$ cat config.mk
export PLATFORM = sky130hd
export DESIGN_NAME = flappy_game_sequencer
export DESIGN_NICKNAME = d
export VERILOG_FILES = /design/src/rtl/flappy_pkg.sv /design/src/rtl/bcd_score_counter.sv /design/src/rtl/flappy_game_sequencer.sv
export SDC_FILE = /design/constraint.sdc
export NUM_CORES = 1
export LEC_CHECK = 0
export CORE_MARGIN = 2
export CORE_UTILIZATION = 45
export DETAILED_ROUTE_END_ITERATION = 10
export PLACE_DENSITY = 0.77
export SLEW_MARGIN = 40
export SYNTH_ARGS = -nofsm -noshare
export SYNTH_HDL_FRONTEND = slang
export SYNTH_SLANG_ARGS = --single-unit
export TNS_END_PERCENT = 50
$ cat constraint.sdc
create_clock -name clock -period 2.5 [get_ports clock]
set_input_delay 0.25 -clock clock [delete_from_list [all_inputs] [get_ports clock]]
set_output_delay 0.25 -clock clock [all_outputs]
set_load 0.03 [all_outputs]
$ cat src/rtl/flappy_pkg.sv
// Shared types and constants for the flappy bird game controller.
package flappy_pkg;

    typedef enum logic [1:0] {
        IDLE    = 2'd0,
        PLAYING = 2'd1,
        CRASH   = 2'd2,
        OVER    = 2'd3
    } game_state_t;

    localparam int ROWS      = 8;
    localparam int SCORE_MAX = 99;

endpackage

$ cat src/rtl/bcd_score_counter.sv
// Two-digit BCD score counter; saturates at SCORE_MAX and never wraps.
module bcd_score_counter
    import flappy_pkg::*;
(
    input  logic       clock,
    input  logic       reset,
    input  logic       clear,
    input  logic       inc,
    output logic [3:0] ones,
    output logic [3:0] tens
);

    localparam logic [3:0] MAX_ONES = 4'(SCORE_MAX % 10);
    localparam logic [3:0] MAX_TENS = 4'(SCORE_MAX / 10);

    logic [3:0] r_ones;
    logic [3:0] r_tens;
    logic       w_at_max;

    assign w_at_max = (r_tens == MAX_TENS) && (r_ones == MAX_ONES);

    always_ff @(posedge clock) begin
        if (reset || clear) begin
            r_ones <= '0;
            r_tens <= '0;
        end else if (inc && !w_at_max) begin
            if (r_ones == 4'd9) begin
                r_ones <= '0;
                r_tens <= r_tens + 4'd1;
            end else begin
                r_ones <= r_ones + 4'd1;
            end
        end
    end

    assign ones = r_ones;
    assign tens = r_tens;

endmodule

$ cat src/rtl/flappy_game_sequencer.sv
// Game phase sequencer: idle/play/crash/over FSM, scroll tick generation,
// column-0 collision detection and BCD scoring.
module flappy_game_sequencer
    import flappy_pkg::*;
#(
    parameter int SCROLL_PERIOD = 25000000,
    parameter int CRASH_CYCLES  = 50000000
) (
    input  logic            clock,
    input  logic            reset,
    input  logic            start,
    input  logic [ROWS-1:0] bird_row,
    input  logic [ROWS-1:0] pipe_col0,
    output logic            game_enable,
    output logic            scroll_tick,
    output logic            clear_field,
    output logic [3:0]      score_ones,
    output logic [3:0]      score_tens,
    output logic [1:0]      state_out,
    output logic            crash_flash
);

    localparam int TW = (SCROLL_PERIOD > 1) ? $clog2(SCROLL_PERIOD) : 1;
    localparam int CW = (CRASH_CYCLES > 1) ? $clog2(CRASH_CYCLES) : 1;
    localparam logic [TW-1:0] TICK_LAST  = TW'(SCROLL_PERIOD - 1);
    localparam logic [CW-1:0] CRASH_LAST = CW'(CRASH_CYCLES - 1);

    game_state_t r_state;
    game_state_t w_next;

    logic          r_start_q;
    logic [TW-1:0] r_tick_cnt;
    logic [CW-1:0] r_crash_cnt;
    logic          r_scroll_tick;
    logic          r_clear_field;
    logic          r_crash_flash;

    logic w_start_rise;
    logic w_collision;
    logic w_tick_wrap;
    logic w_crash_done;
    logic w_new_game;
    logic w_score_inc;
    logic w_tick_running;

    assign w_start_rise   = start & ~r_start_q;
    assign w_collision    = (r_state == PLAYING) && (|(bird_row & pipe_col0));
    assign w_tick_wrap    = (r_tick_cnt == TICK_LAST);
    assign w_crash_done   = (r_crash_cnt == CRASH_LAST);
    assign w_tick_running = (r_state == PLAYING) || (r_state == CRASH);

    // A tick with a pipe in column 0 and no collision means the bird cleared it.
    assign w_score_inc = (r_state == PLAYING) && r_scroll_tick && !w_collision && (|pipe_col0);

    always_ff @(posedge clock) begin
        if (reset) begin
            r_state <= IDLE;
        end else begin
            r_state <= w_next;
        end
    end

    always_comb begin
        w_next     = r_state;
        w_new_game = 1'b0;
        case (r_state)
            IDLE: begin
                if (w_start_rise) begin
                    w_next     = PLAYING;
                    w_new_game = 1'b1;
                end
            end
            PLAYING: begin
                if (w_collision) begin
                    w_next = CRASH;
                end
            end
            CRASH: begin
                if (w_crash_done) begin
                    w_next = OVER;
                end
            end
            OVER: begin
                if (w_start_rise) begin
                    w_next = IDLE;
                end
            end
            default: w_next = IDLE;
        endcase
    end

    always_ff @(posedge clock) begin
        if (reset) begin
            r_start_q     <= 1'b1;
            r_tick_cnt    <= '0;
            r_crash_cnt   <= '0;
            r_scroll_tick <= 1'b0;
            r_clear_field <= 1'b0;
            r_crash_flash <= 1'b0;
        end else begin
            r_start_q     <= start;
            r_clear_field <= w_new_game;

            if (w_new_game || !w_tick_running || w_tick_wrap) begin
                r_tick_cnt <= '0;
            end else begin
                r_tick_cnt <= r_tick_cnt + 1'b1;
            end

            r_scroll_tick <= (r_state == PLAYING) && w_tick_wrap && !w_collision;

            if ((r_state == CRASH) && !w_crash_done) begin
                r_crash_cnt <= r_crash_cnt + 1'b1;
            end else begin
                r_crash_cnt <= '0;
            end

            // Flash is forced low on the edge that leaves CRASH so OVER starts dark.
            if (w_next != CRASH) begin
                r_crash_flash <= 1'b0;
            end else if ((r_state == CRASH) && w_tick_wrap) begin
                r_crash_flash <= ~r_crash_flash;
            end
        end
    end

    bcd_score_counter u_score (
        .clock (clock),
        .reset (reset),
        .clear (w_new_game),
        .inc   (w_score_inc),
        .ones  (score_ones),
        .tens  (score_tens)
    );

    assign game_enable = (r_state == PLAYING);
    assign scroll_tick = r_scroll_tick;
    assign clear_field = r_clear_field;
    assign crash_flash = r_crash_flash;
    assign state_out   = r_state;

endmodule

==> results.json <==
{
  "drive_above_1_share_pct": 7.29,
  "nFillCells": 586,
  "hold_slack_ns": 0.445,
  "ys_types": 47,
  "routabilityCongestion": 0.792,
  "design_area_um2": 3680,
  "leakage_nw": 1.17,
  "hold_viol_final": 0,
  "rows": 30,
  "drc": 0,
  "core_um2": 6760,
  "status": "finished, final reports clean",
  "synthArstFlopShare_pct": 0,
  "intPower_mw": 1.48,
  "finalMaxSlewViolations": 0,
  "ys_ff_latch": 65,
  "reg2reg_from": "r_crash_cnt[0]$_SDFF_PP0_",
  "holdPathStages": 1,
  "power_frac_comb_pct": 4.1,
  "worstHoldStart": "r_crash_cnt[0]$_SDFF_PP0_",
  "clkTransAtPathRegs_ns": 0.06,
  "synth_area_um2": 3140,
  "hp-class": "reg2reg",
  "path_delay_family": "buffers and inverters",
  "seq_area_frac_synth_pct": 41.4,
  "clockBufferDepth": 2,
  "die_area_um2": 7660,
  "yosys.area.top_type_share_pct": 41.4,
  "whs_endpoint": "r_crash_cnt[0]$_SDFF_PP0_",
  "postSynthAreaPerCell_um2": 8.77,
  "wl_um": 6050,
  "post_cts_resized": 0,
  "period_needed_ns": 2.00,
  "dominantRegCellSynth": "dfxtp_1",
  "critPathMaxFanout": 6,
  "synth_edf_count": 0,
  "end_kind": "output port",
  "path_cells": "inv_1 -> ha_1 -> clkdlybuf4s50_1",
  "synth_nets": 386,
  "antenna_found_initial": 0,
  "syn2layout_area_growth_pct": 17.1,
  "cts_setup_buffers": 0,
  "relSlewSlack_pct": 53.6,
  "r2r_setup_slack_ns": 0.65,
  "synth.largest_area_cell": "dfxtp_1",
  "final_cell_mix": "nor2_1, dfxtp_1, clkdlybuf4s50_1",
  "r2r_end": "r_crash_cnt[16]$_SDFF_PP0_",
  "max-cap-violations": 0,
  "gr-total-overflow": 0,
  "io_pins": 33,
  "p_total_mw": 1.88,
  "grt_max_degree": 26,
  "dieWidth_um": 87.5,
  "min_period_over_period_pct": 79.8,
  "cts-hold-fix-buffers": 0,
  "cts_buffers": 9,
  "setup.worst_path.class": "reg2out",
  "drt_iter0_markers": 83,
  "syn_inst": 358,
  "port_buffers": 32,
  "grt_setup_unrepaired": "false",
  "placed_area_um2": 3510,
  "vias_per_cell": 5.39,
  "max_stage_delay_ns": 0.71,
  "ant_nets": 0,
  "h-tree-depth": 3,
  "path_buf_inv": 2,
  "wire_per_inst_um": 12.7,
  "cts_root_buf": "clkbuf_8",
  "grt_usage_pct": 16.5,
  "clock_skew_ns": 0.00727,
  "fmax_mhz": 501,
  "worstSkewPairLatency_ns": 0.33,
  "cts_tree": "yes",
  "p_switching_mw": 0.396,
  "dr_total_vias": 2575,
  "r2r_cells": 6,
  "antenna_cells": 0,
  "grt_pass1_vias": 2316,
  "clkPwrFrac_pct": 40.5,
  "required_ns": 2.25,
  "layout.nets": 423,
  "die_y_um": 87.5,
  "tightest_slew_ns": 0.691,
  "synth_warnings": 0,
  "sequentialPowerShare_pct": 55.4,
  "synth.area.top_cells": "dfxtp_1, nor2_1, xor2_1, xnor2_1, nand2_1",
  "finalSetupTns_ns": 0,
  "cp_slowest_cell": "clkdlybuf4s50_1",
  "grt_pass1_wl_um": 9980,
  "power_density_nw_per_um2": 511,
  "dpl.hpwl_um": 4280,
  "finalSetupViolCount": 0,
  "peakVddDrop_mv": 0.251,
  "cp_data_arrival_time_ns": 1.75,
  "drt_first_pass_iters": 4,
  "final_common_cell": "nor2_1",
  "start_kind": "flip-flop",
  "p_sw_share_pct": 21.1,
  "cts_sinks": 65,
  "initial_utilization_pct": 46.5
}
[per-layer routing]
metal  track usage, %  vias to the layer above  wire length (um)
met3             6.31                        6               436
met2             25.2                       61              2740
met1             21.2                     1194              2810
li1                 -                     1314                 -
met4             6.15                        0                68
met5                0                        -                 0
[metrics by stage]
| stage | std cells | utilization, % | setup slack (ns) |
|---|---|---|---|
| 2_1_floorplan | 358 | - | 0.585 |
| 3_5_place_dp | 464 | 52.0 | 0.448 |
| 6_report | 478 | 54.4 | 0.505 |
| 4_1_cts | 478 | 54.4 | 0.493 |
| 3_3_place_gp | 464 | 52.0 | 0.499 |
| 5_1_grt | 478 | 54.4 | 0.389 |
[power groups by stage]
stage | Clock (mW) | Combinational, mW | Sequential (mW)
floorplan | 0 | 0.0344 | 1.07
global placement | 0 | 0.0755 | 1.06
detailed placement | 0 | 0.0765 | 1.07
CTS | 0.788 | 0.0769 | 1.04
global route | 0.833 | 0.0831 | 1.04
finish | 0.761 | 0.0765 | 1.04
[logic make-up (layout without fill, tap and decap cells)]
kind of cell | count (synthesis) | count (layout) | share of synthesized area [%]
compound gates | 26 | 26 | 5.78
flops | 65 | 65 | 41.4
buf+inv | 19 | 59 | 3.19
simple gates | 189 | 189 | 32.0
fa+ha+maj | 9 | 9 | 3.59
mux | 2 | 2 | 0.637
xor+xnor | 48 | 48 | 13.4
[how the worst max path moves through the flow]
stage	start	endpoint	slack, ns	cells past startpoint
floorplan	state_out[0]$_SDFF_PP0_	u_score.tens[2]$_SDFFE_PP0P_	0.58	5
detailed placement	pipe_col0[3]	u_score.tens[2]$_SDFFE_PP0P_	0.45	6
global route	r_crash_cnt[0]$_SDFF_PP0_	r_crash_cnt[16]$_SDFF_PP0_	0.39	6
global placement	pipe_col0[4]	u_score.tens[2]$_SDFFE_PP0P_	0.50	6
finish	state_out[1]$_SDFF_PP0_	game_enable	0.50	3
CTS	state_out[1]$_SDFF_PP0_	game_enable	0.49	3
[sequential cells by signal, indices dropped and copies added (netlist names)]
signal        flops
r_crash_cnt      26
r_tick_cnt       25
u_score.ones      4
u_score.tens      4
state_out         2
clear_field       1
crash_flash       1
r_start_q         1
scroll_tick       1
[cells in the mapped netlist, types with 2 or more instances]
master    number
dfxtp_1       65
a22oi_1        4
a31o_2         2
and4bb_2       2
nand2_1       31
nand3_1       20
buf_8          2
nand4_1       15
nor3_2         2
nor3_1         6
inv_1         12
or4_1          2
xnor2_1       22
and3_1         9
ha_1           9
o22ai_1        2
mux2i_1        2
xor2_1        26
buf_2          2
a21oi_1        5
nand3_4        2
nor2b_1        3
nor4_1        12
o21ai_0        6
clkbuf_1       2
and4_1         5
nor2_1        66
and2_1         3
[layout make-up]
type | count | area, um^2 | share of cell area (%)
flip-flops and latches | 65 | 1300 | 35.4
well taps | 80 | 100 | 2.72
repair buffers | 33 | 328 | 8.92
clock buffers | 14 | 163 | 4.42
multi-input cells | 274 | 1740 | 47.3
inverters | 12 | 45.0 | 1.23
Note: power is estimated with default switching activity, not from simulation.
